## src/rtl/dm_store_buffer.sv

```systemverilog
// Store buffer between EX/MEM and the data-memory write port: in-order FIFO of
// word stores with a same-cycle load bypass returning the youngest buffered match.
module dm_store_buffer #(
  parameter int unsigned DEPTH = 4,
  parameter int unsigned PTR_W = 2
) (
  input  logic             i_clk,
  input  logic             i_reset,
  input  logic             i_st_valid,
  input  logic [31:0]      i_st_addr,
  input  logic [31:0]      i_st_data,
  input  logic [31:0]      i_st_pc,
  output logic             o_st_ready,
  input  logic [31:0]      i_ld_addr,
  output logic             o_ld_hit,
  output logic [31:0]      o_ld_data,
  input  logic             i_dm_ready,
  output logic             o_dm_we,
  output logic [31:0]      o_dm_addr,
  output logic [31:0]      o_dm_wdata,
  output logic [31:0]      o_dm_pc,
  output logic [PTR_W:0]   o_count,
  output logic             o_empty
);

  localparam int unsigned CNT_W = PTR_W + 1;
  localparam logic [CNT_W-1:0] FULL_CNT = CNT_W'(DEPTH);

  logic [31:0]      r_addr [DEPTH];
  logic [31:0]      r_data [DEPTH];
  logic [31:0]      r_pc   [DEPTH];
  logic [DEPTH-1:0] r_valid;
  logic [PTR_W-1:0] r_head;
  logic [PTR_W-1:0] r_tail;
  logic [CNT_W-1:0] r_count;

  logic        w_nonempty;
  logic        w_enq;
  logic        w_deq;
  logic        w_ld_hit;
  logic [31:0] w_ld_data;
  logic        w_unused;

  assign w_nonempty = (r_count != '0);
  assign o_st_ready = (r_count < FULL_CNT);
  assign w_enq      = i_st_valid && o_st_ready;
  assign w_deq      = w_nonempty && i_dm_ready;

  assign o_dm_we    = w_deq;
  assign o_dm_addr  = w_nonempty ? r_addr[r_head] : '0;
  assign o_dm_wdata = w_nonempty ? r_data[r_head] : '0;
  assign o_dm_pc    = w_nonempty ? r_pc[r_head]   : '0;
  assign o_count    = r_count;
  assign o_empty    = !w_nonempty;
  assign o_ld_hit   = w_ld_hit;
  assign o_ld_data  = w_ld_data;

  // Byte offset of the load is irrelevant for whole-word matching.
  assign w_unused = ^i_ld_addr[1:0];

  // Walk oldest to youngest so the last match seen is the youngest store.
  always_comb begin : p_bypass
    logic [PTR_W-1:0] idx;
    idx       = r_head;
    w_ld_hit  = 1'b0;
    w_ld_data = '0;
    for (int i = 0; i < int'(DEPTH); i++) begin
      idx = r_head + PTR_W'(i);
      if (r_valid[idx] && (r_addr[idx][31:2] == i_ld_addr[31:2])) begin
        w_ld_hit  = 1'b1;
        w_ld_data = r_data[idx];
      end
    end
  end

  // Control state: pointers, occupancy and valid bits.
  always_ff @(posedge i_clk) begin
    if (i_reset) begin
      r_head  <= '0;
      r_tail  <= '0;
      r_count <= '0;
      r_valid <= '0;
    end else begin
      if (w_enq) begin
        r_valid[r_tail] <= 1'b1;
        r_tail          <= r_tail + PTR_W'(1);
      end
      if (w_deq) begin
        r_valid[r_head] <= 1'b0;
        r_head          <= r_head + PTR_W'(1);
      end
      if (w_enq && !w_deq) begin
        r_count <= r_count + CNT_W'(1);
      end else if (!w_enq && w_deq) begin
        r_count <= r_count - CNT_W'(1);
      end
    end
  end

  // Payload storage needs no reset; valid bits qualify every use.
  always_ff @(posedge i_clk) begin
    if (!i_reset && w_enq) begin
      r_addr[r_tail] <= i_st_addr;
      r_data[r_tail] <= i_st_data;
      r_pc[r_tail]   <= i_st_pc;
    end
  end

endmodule

```

## config.mk

```make
export PLATFORM = sky130hd
export DESIGN_NAME = dm_store_buffer
export DESIGN_NICKNAME = d
export VERILOG_FILES = /design/src/rtl/dm_store_buffer.sv
export SDC_FILE = /design/constraint.sdc
export NUM_CORES = 1
export LEC_CHECK = 0
export CAP_MARGIN = 5
export CORE_MARGIN = 10
export CORE_UTILIZATION = 55
export DETAILED_ROUTE_END_ITERATION = 6
export GPL_TIMING_DRIVEN = 0
export PLACE_DENSITY = 0.84
export SYNTH_ARGS = -nofsm -noshare
export SYNTH_HDL_FRONTEND = slang
export SYNTH_SLANG_ARGS = --single-unit
```

## constraint.sdc

```tcl
create_clock -name i_clk -period 6.75 [get_ports i_clk]
set_clock_uncertainty 0.15 [all_clocks]
set_input_delay 2.025 -clock i_clk [delete_from_list [all_inputs] [get_ports i_clk]]
set_output_delay 2.025 -clock i_clk [all_outputs]
set_load 0.01 [all_outputs]
```

==> results, run 1 <==
- The mean number of vias per cell is 6.98.
- In this run the cell area of the synthesized design comes to 22,900 µm².
- The fraction of power consumed by sequential logic is 0.275.
- The largest net degree at the start of global routing is 56.
- The first global-routing pass estimated 118,000 µm of wire.
- The checks that failed: negative setup slack.
- The insertion delay to the later sink of the worst-skew pair is 0.59 ns.
- The complex-gate fraction of the synthesized area was 0.107.
- The smallest setup slack after layout is -0.295 ns.
- Hold repair after CTS inserted 0 buffers.
- The routed design has 79,600 µm of wire.
- The total DRC errors in the routed layout is 0.
- The path category of the worst min-delay check is register to register.
- The count of buffers inserted at the top-level ports is 252.
- Of the cells placed in the final design, the portion with a size suffix greater than 1 is 0.311.
- The number of top-level pins is 267.
- Along the worst path, the maximum fanout reaches 10.
- Adding up every negative setup slack in the final design gives -6.86 ns.
- The cell that appears most often on the critical path is buf_12.
- The core region is 41,000 µm².
- The final count of pins violating max slew is 0.
- The share of the Yosys chip area taken by registers is 0.515.
- The via count of the first global-routing pass is 18,006.
- Counting the buffers created by CTS gives 43.
- The effective utilization at floorplan is 0.558.
- The number of antenna violations at the first check in global routing is 9.
- Of the total synthesized cell area, the portion taken by full adders, half adders and majority gates is 0.00580.
- The unique cell type count in the Yosys netlist is 68.
- The overall global routing resource usage is 0.311.
- The worst setup path is launched from a register.
- The power density normalized to cell area is 369 nW/µm².
- The xor and xnor fraction of the mapped netlist area is 0.0375.
- No sink is reached through more buffers than the 3 on the longest clock path.
- The floorplan step set the die height to 224 µm.
- The largest total area in the synthesized netlist belongs to edfxtp_1.
- Once layout is complete, the utilization of the core stands at 0.716.
- After synthesis, the cell types taking the most area are edfxtp_1, mux4_2, mux2i_1.
- The share of the clock period used by the worst path after layout is 1.04.
- After global routing the overflow that remains totals 0.
- Of the total synthesized cell area, the portion taken by AND, OR, NAND and NOR gates is 0.0593.
- Dividing the detail-routed wire length by the instance count gives 31.5 µm.
- The flop and latch count out of synthesis is 397.
- Counting I/O delays and the setup requirement, the final critical path takes 7.05 ns.
- The Yosys step of the flow raised 0 warnings.
- The worst pin sits at a relative slew slack of 0.0607.
- The total power after layout is 10.8 mW.
- The signal on the critical path passes through buf_8 > buf_12 > clkinv_8 > ha_4 > buf_12 > buf_16 > buf_12 > buf_4 > mux4_2 > xnor2_1 > nand4_1 > nor2_1 > o211ai_1 > buf_6 > buf_12 > buf_12 > a2111oi_4 > o211ai_2 > a22oi_2 > buf_2.
- The kind of end point of the critical path is an output pin.
- The number of flops mapped to enable cells by yosys is 384.
- The average instance in the mapped netlist occupies 14.3 µm².
- The clock slew seen by the registers of the worst setup and hold paths is 0.06 ns.
- The most used flip-flop cell after synthesis is edfxtp_1.
- The die covers 50,100 µm².
- The final layout net count is 2,107.
- The number of standard cells in the layout, taps in and fillers out is 2,529.
- The via count is 17,654.
- The post-detailed-placement half-perimeter wirelength is 53,700 µm.
- For this run, the top clock speed supported by timing is 0.142 GHz.
- The clock root buffer is clkbuf_16.
- The largest single stage delay on the critical path is 0.49 ns.
- The number of DRC markers in iteration 0 is 2,616.
- The data arrival time of the critical path is 4.87 ns.
- The share of the synthesized area in the top cell type is 0.504.
- Summed over all cells, the static leakage comes to 9.36 nW.
- The detailed-routing iteration count for the pre-antenna-repair pass is 7.
- The H-tree generated during clock tree synthesis spans 2 levels.
- Synthesis handed over a netlist of 1,604 instances.
- The internal portion of the total power is 6.69 mW.
- Routability-driven placement finished with a final weighted congestion of 1.00.
- The worst setup path is of the register to output pin kind.
- The minimum setup slack after placement is -2.01 ns.
- When the netlist entered floorplanning its net count stood at 1,746.
- The worst ir drop on vdd is 0.000270 V.
- By count the netlist is led by edfxtp_1, mux4_2, mux2i_1.
- Relative to the synthesized area, the layout overhead comes to 28.4%.
- The cell type of the slowest stage on the worst timing path is mux4_2.
- Data on the critical path is required at its endpoint by 4.58 ns.
- The run finished, with violations left.
- Of the total power, combinational logic draws 0.506.
- The number of hold-slack violations in the final timing report is 0.
- Of the total power, the share spent switching nets is 0.383.
- The chip width is 224 µm.
- For this design, the sink count on the clock tree is 397.
- The cell count after placement is 2,393.
- After synthesis, the largest family of logic cells by area is multiplexers.
- The transition at the pin with the smallest max-transition slack is 1.41 ns.
- Setup violations remaining at the end of the flow were counted as 32.
- The net switching component of the power is 4.14 mW.
- TritonCTS built the clock tree.
- The fraction of synthesized area in multiplexers is 0.236.
- Of the total power, the clock network draws 0.218.
- In the synthesized netlist the async set-or-reset flop fraction comes to 0.
- The remaining antenna violation count after routing is 0.
- The row count is 74.
- In the post-synthesis netlist, the cell with the most instances is edfxtp_1.
- The number of maximum-capacitance violations is 0.
- Setup repair after global routing could not meet its margin everywhere.
## final cells by class
type / count / area (µm²)
Multi-Input combinational cell: 1024 / 11100
Inverter: 48 / 199
Fill cell: 2597 / 11600
Sequential cell: 397 / 11800
Timing Repair Buffer: 321 / 3220
Buffer: 130 / 1060
Clock inverter: 23 / 273
Tap cell: 532 / 666
Antenna cell: 1 / 2.50
Clock buffer: 53 / 1110
## cells in the final DEF (no fill, tap or decap), types with 21 or more instances in the layout
| cell type | synthesis | routed |
|---|---|---|
| edfxtp_1 | 384 | 384 |
| clkdlybuf4s50_1 | 0 | 201 |
| mux4_2 | 163 | 163 |
| mux2i_1 | 121 | 115 |
| nor2_1 | 91 | 91 |
| a21oi_1 | 90 | 83 |
| nor2b_1 | 63 | 63 |
| buf_4 | 5 | 55 |
| xnor2_1 | 59 | 54 |
| buf_2 | 42 | 53 |
| o21ai_0 | 52 | 49 |
| clkbuf_16 | 0 | 46 |
| nand2_1 | 44 | 44 |
| mux2_2 | 44 | 44 |
| clkbuf_1 | 56 | 40 |
| inv_1 | 45 | 40 |
| xor2_1 | 39 | 35 |
| a22oi_2 | 30 | 32 |
| a2111oi_4 | 0 | 31 |
| o211ai_2 | 30 | 30 |
| buf_6 | 10 | 21 |
## power by group through the flow
stage / combinational (mW) / clock, mW / sequential [mW]
2_1_floorplan: 2.97 / 0 / 3.00
3_3_place_gp: 4.76 / 0 / 3.03
3_5_place_dp: 4.81 / 0 / 3.02
4_1_cts: 5.30 / 2.38 / 2.97
5_1_grt: 5.73 / 2.48 / 2.99
6_report: 5.48 / 2.36 / 2.98
## registers in the layout, indices dropped and copies added (netlist names), named ones only
signal	cells
r_pc	128
r_tail	2
r_addr	128
r_data	128
r_head	2
o_count	3
r_valid	4
## final timing paths
path | start | endpoint | slack, ns | cells after the start
setup / recovery | r_head[1]$_SDFFE_PP0P_ | o_ld_data[7] | -0.30 | 20
hold / removal | o_count[1]$_SDFFE_PP0P_ | o_count[1]$_SDFFE_PP0P_ | 0.43 | 2
setup reg to reg | r_head[1]$_SDFFE_PP0P_ | r_head[1]$_SDFFE_PP0P_ | 3.05 | 14
hold reg to reg | o_count[1]$_SDFFE_PP0P_ | o_count[1]$_SDFFE_PP0P_ | 0.43 | 2
## critical path, delay by kind of cell, from the launching register on
kind / cells / cell delay [ns]
AND/OR/NAND/NOR: 2 / 0.58
XOR/XNOR: 1 / 0.37
multiplexers: 1 / 0.49
adder cells (fa/ha/maj): 1 / 0.29
flip-flops: 1 / 0.36
buffers and inverters: 11 / 1.51
AO/OA/AOI/OAI: 4 / 0.70
## kinds of logic (layout without fill, tap and decap cells)
kind of cell | after synthesis | after routing
fa+ha+maj | 10 | 10
simple gates | 266 | 266
mux | 330 | 330
flops | 397 | 397
other cells | 0 | 1
xor+xnor | 98 | 98
compound gates | 320 | 320
buf+inv | 183 | 575
## per-stage QoR
| stage | hold slack, ns | cell area (µm²) |
|---|---|---|
| 2_1_floorplan | 0.358 | 22900 |
| 3_3_place_gp | 0.403 | 26100 |
| 3_5_place_dp | 0.412 | 26200 |
| 4_1_cts | 0.427 | 29100 |
| 5_1_grt | 0.464 | 29400 |
| 6_report | 0.432 | 29400 |
## per-layer routing
metal  global-route usage  vias up  wire (µm)
met4                0.126       12       3390
met3               0.0875      246       9680
met1                0.414     8906      29900
li1                     -     7133          -
met2                0.476     1357      36600
met5                    0        -         70
## timing repair
item,4_1_cts,5_1_grt
gates resized for setup,446,60
hold endpoints to repair,0,0
setup endpoints to repair,82,53
gates cloned,4,2
buffers inserted,50,8
pin swaps,41,34
No activity file was read; power rests on OpenSTA's default activity.
==> inputs of run 2 (changes only) <==
- CTS_BUF_LIST: not set -> sky130_fd_sc_hd__clkbuf_2
==> run 2 against run 1 <==
The run still ends with negative setup slack left. Die area stayed put. Via count is 0.40% higher. Non-clock buffer count is 23 lower. Clock-buffer cell count is 101 higher. Power is 7.7% lower. Largest power group unchanged. Register-to-register slack better by 0.11 ns. Highest routed layer unchanged. Sequential cell count stayed put. Clock power is 30% lower. Largest cell class unchanged. Final cell count is 3.5% higher. Routed wire length is 0.65% lower. Global-route usage is 0.053 points lower.
==> results, run 2 (synthesized netlist as in run 1, its figures left out) <==
- The flow ran to the end, but the final reports show violations.
- The final reports fail on negative setup slack.
- The TritonCTS clock tree is yes.
- The transition at the pin with the smallest max-transition slack was 1.04 ns (-0.368 ns).
- The slowest stage of the critical path is the mux4_2 cell.
- The final critical delay including setup and external delays is 7.65 ns (+0.606 ns).
- The final weighted congestion in routability-driven placement is 1.00 (unchanged).
- The net switching fraction of the power is 0.414 (+0.0318).
- The total detailed-routing wirelength is 79,100 µm (-0.65%).
- The worst hold margin was 0.439 ns (+0.00623 ns).
- The fraction of power consumed by sequential logic is 0.298 (+0.023).
- The largest buffer count on any clock path is 3 (unchanged).
- The number of hold-slack violations in the final timing report came to 0 (unchanged).
- The wire length of the first global-routing pass is 117,000 µm (-0.46%).
- The total DRC errors in the routed layout is 0 (unchanged).
- The number of clock sinks is 397 (unchanged).
- The total stage count of the critical path is 18 (-10%).
- The H-tree depth is 3 (+1).
- The startpoint of the worst setup timing path is r_head[0]$_SDFFE_PP0P_.
- The worst ir drop on vdd was 0.000247 V (-8.5%).
- The area of the placeable core was 41,000 µm² (unchanged).
- The met2 wire length was 36,400 µm (-0.46%).
- The final count of pins violating max slew is 0 (unchanged).
- The worst-path maximum fanout is 8 (-2).
- The path class of the tightest hold or removal check is register to register.
- The total power after layout is 10.0 mW (-7.7%).
- The number of top-level pins is 267 (unchanged).
- The die extent in y was 224 µm (unchanged).
- Setup repair after global routing could not meet its margin everywhere.
- The clock slew seen by the registers of the worst setup and hold paths is 0.11 ns (+0.05 ns).
- The via count of the first global-routing pass is 18,372 (+2.0%).
- The register-to-register setup slack is 3.16 ns (+0.11 ns).
- The highest clock rate came to 0.131 GHz (-7.9%).
- The die footprint is 50,100 µm² (unchanged).
- The met1 wire length is 29,400 µm (-1.6%).
- The power density normalized to cell area is 351 nW/µm² (-4.9%).
- The final layout net count was 2,141 (+1.6%).
- The smallest setup slack after layout came to -0.901 ns (-0.606 ns).
- CTS placed an instance of clkbuf_2 at the clock tree root.
- The detailed route wirelength on metal3 is 9910 µm (+2.4%).
- The worst setup path is launched from a register.
- The number of buffers created by CTS is 100 (+130%).
- The most frequent standard cell in the layout excluding fill and tap cells is edfxtp_1.
- The detailed-routing iteration count for the pre-antenna-repair pass is 6 (-1).
- The via count is 17,725 (+0.40%).
- The number of buffer and inverter stages on the critical path is 9 (-2).
- In the final layout, the registers with the most flip-flops are r_addr x128, r_data x128, r_pc x128.
- The post-detailed-placement half-perimeter wirelength came to 53,700 µm (unchanged).
- The mean number of vias per cell is 6.77 (-3.0%).
- The proportion of power drawn by the clock network is 0.165 (-0.053).
- The top cell types in the final layout, fill and taps aside, are edfxtp_1, clkdlybuf4s50_1, clkbuf_2.
- The chip width is 224 µm (unchanged).
- The tightest slew margin relative to the limit is 0.306 (+0.245).
- Among cell families on the critical path, the largest total delay comes from compound AO/OA/AOI/OAI gates.
- The layout overhead on the synthesized area is 24.7%.
- The data arrival time of the critical path was 5.48 ns (+0.61 ns).
- The standby leakage power came to 9.22 nW (-1.4%).
- By startpoint and endpoint, the worst setup path is classified as register to output pin.
- The worst register-to-register path begins at r_head[0]$_SDFFE_PP0P_.
- The largest stage delay on the critical path is 0.53 ns (+0.04 ns).
- The net switching component of the power is 4.14 mW (about the same).
- The worst setup path is captured at an output pin.
- The effective utilization at floorplan is 0.558 (unchanged).
- The number of DRC markers in iteration 0 is 2,386 (-8.8%).
- The internal power is 5.86 mW (-12%).
- The power share of the combinational group is 0.538 (+0.032).
- The depth of the most critical reg-to-reg path was 15 (+1).
- The accumulated negative setup slack is -26.63 ns (-19.77 ns).
- The remaining antenna violation count after routing came to 0 (unchanged).
- The number of antenna violations at the first check in global routing is 10 (+1).
- The final setup violation count was 33 (+3.1%).
- The timing endpoint of the critical path is o_ld_data[2].
- The number of maximum-capacitance violations is 0 (unchanged).
- The overall global routing resource usage was 0.311 (-0.000526).
- The share of the clock period used by the worst path after layout is 1.13 (+0.0898).
- In this run the top signal layer used is met5.
- By instance count, the cell type seen most on the critical path is buf_12.
- The leftover overflow at the end of global routing is 0 (unchanged).
- The critical path goes through buf_12 > buf_12 > buf_12 > clkinvlp_4 > ha_4 > buf_12 > buf_16 > mux4_2 > xnor2_2 > nand4_1 > a2111oi_4 > o211ai_1 > buf_6 > clkbuf_16 > a2111oi_4 > o211ai_2 > a22oi_2 > buf_2.
- The row count is 74 (unchanged).
- The largest net degree at the start of global routing is 56 (unchanged).
- The insertion delay to the later sink of the worst-skew pair was 1.18 ns (+0.59 ns).
- The terminus of the critical flop-to-flop path is r_head[1]$_SDFFE_PP0P_.
- The count of buffers inserted at the top-level ports is 252 (unchanged).
- The share of cells above drive strength 1 was 0.326 (+0.0145).
- The endpoint required time on the critical path was 4.58 ns (about the same).
- The routed length per instance is 30.2 µm (-4.0%).
## run 2: changes by cell type in the layout (fill, tap and decap cells not counted), sizes merged, moves of 5 or more
| cell | before | now |
|---|---|---|
| diode | 1 | 6 |
| buf | 178 | 150 |
| clkdlybuf4s15 | 9 | 0 |
| clkdlybuf4s50 | 201 | 216 |
| bufinv | 5 | 0 |
| clkbuf | 109 | 213 |
| clkinv | 16 | 26 |
## run 2: worst min-delay path: stages, from the launching register on
cell and delay, ns:
dfxtp_1 0.36, xnor2_1 0.16, nor2_1 0.03
## run 2: layer usage
metal,track usage,vias up
met1,0.402,8774
met5,0,-
met3,0.102,288
met4,0.125,10
met2,0.478,1402
li1,-,7251
## run 2: metrics by stage
stage	setup WS [ns]	instances	instance area [µm²]	utilization
after CTS	-0.889	2600	28200	0.688
after global placement	-1.94	2388	26100	0.635
after global routing	-1.06	2617	28500	0.695
after floorplan	0.182	1604	22900	-
final	-0.901	2617	28500	0.695
after detailed placement	-2.01	2393	26200	0.639
## run 2: final cells by class
cell class	count	area [µm²]
fill	2796	12500
sequential	397	11800
multi-input combinational	1024	11000
timing repair buffer	294	2890
buffer	134	1060
clock buffer	154	771
tap	532	666
inverter	48	193
clock inverter	28	131
antenna	6	15.0
## run 2: repair_timing
item                                    4_1_cts  5_1_grt
endpoints found under the setup margin      103       78
gates resized for setup                     369       60
pin swaps                                    24       17
setup buffers                                25        9
hold buffers                                  0        0
cloned                                        0        3
## run 2: power by group through the flow
stage | registers (mW) | logic [mW] | clock network [mW]
4_1_cts | 2.96 | 5.23 | 1.66
3_3_place_gp | 3.03 | 4.76 | 0
3_5_place_dp | 3.02 | 4.81 | 0
6_report | 2.98 | 5.37 | 1.65
2_1_floorplan | 3.00 | 2.97 | 0
5_1_grt | 2.99 | 5.62 | 1.81
## run 2: how the worst min path moves through the flow
stage	from	end	slack [ns]	cells past startpoint
final	r_tail[0]$_SDFFE_PP0P_	r_tail[0]$_SDFFE_PP0P_	0.44	2
after global routing	o_count[2]$_SDFFE_PP0P_	o_count[2]$_SDFFE_PP0P_	0.48	2
after CTS	o_count[2]$_SDFFE_PP0P_	o_count[2]$_SDFFE_PP0P_	0.43	2
after detailed placement	o_count[2]$_SDFFE_PP0P_	o_count[2]$_SDFFE_PP0P_	0.41	2
after global placement	o_count[2]$_SDFFE_PP0P_	o_count[2]$_SDFFE_PP0P_	0.40	2
after floorplan	r_valid[1]$_SDFF_PP0_	r_valid[1]$_SDFF_PP0_	0.36	2
==> inputs of run 3 (changes only) <==
- CAP_MARGIN: 5 -> not set
==> results of run 3 <==
No change in the layout: final DEF, timing and power equal those of run 2.
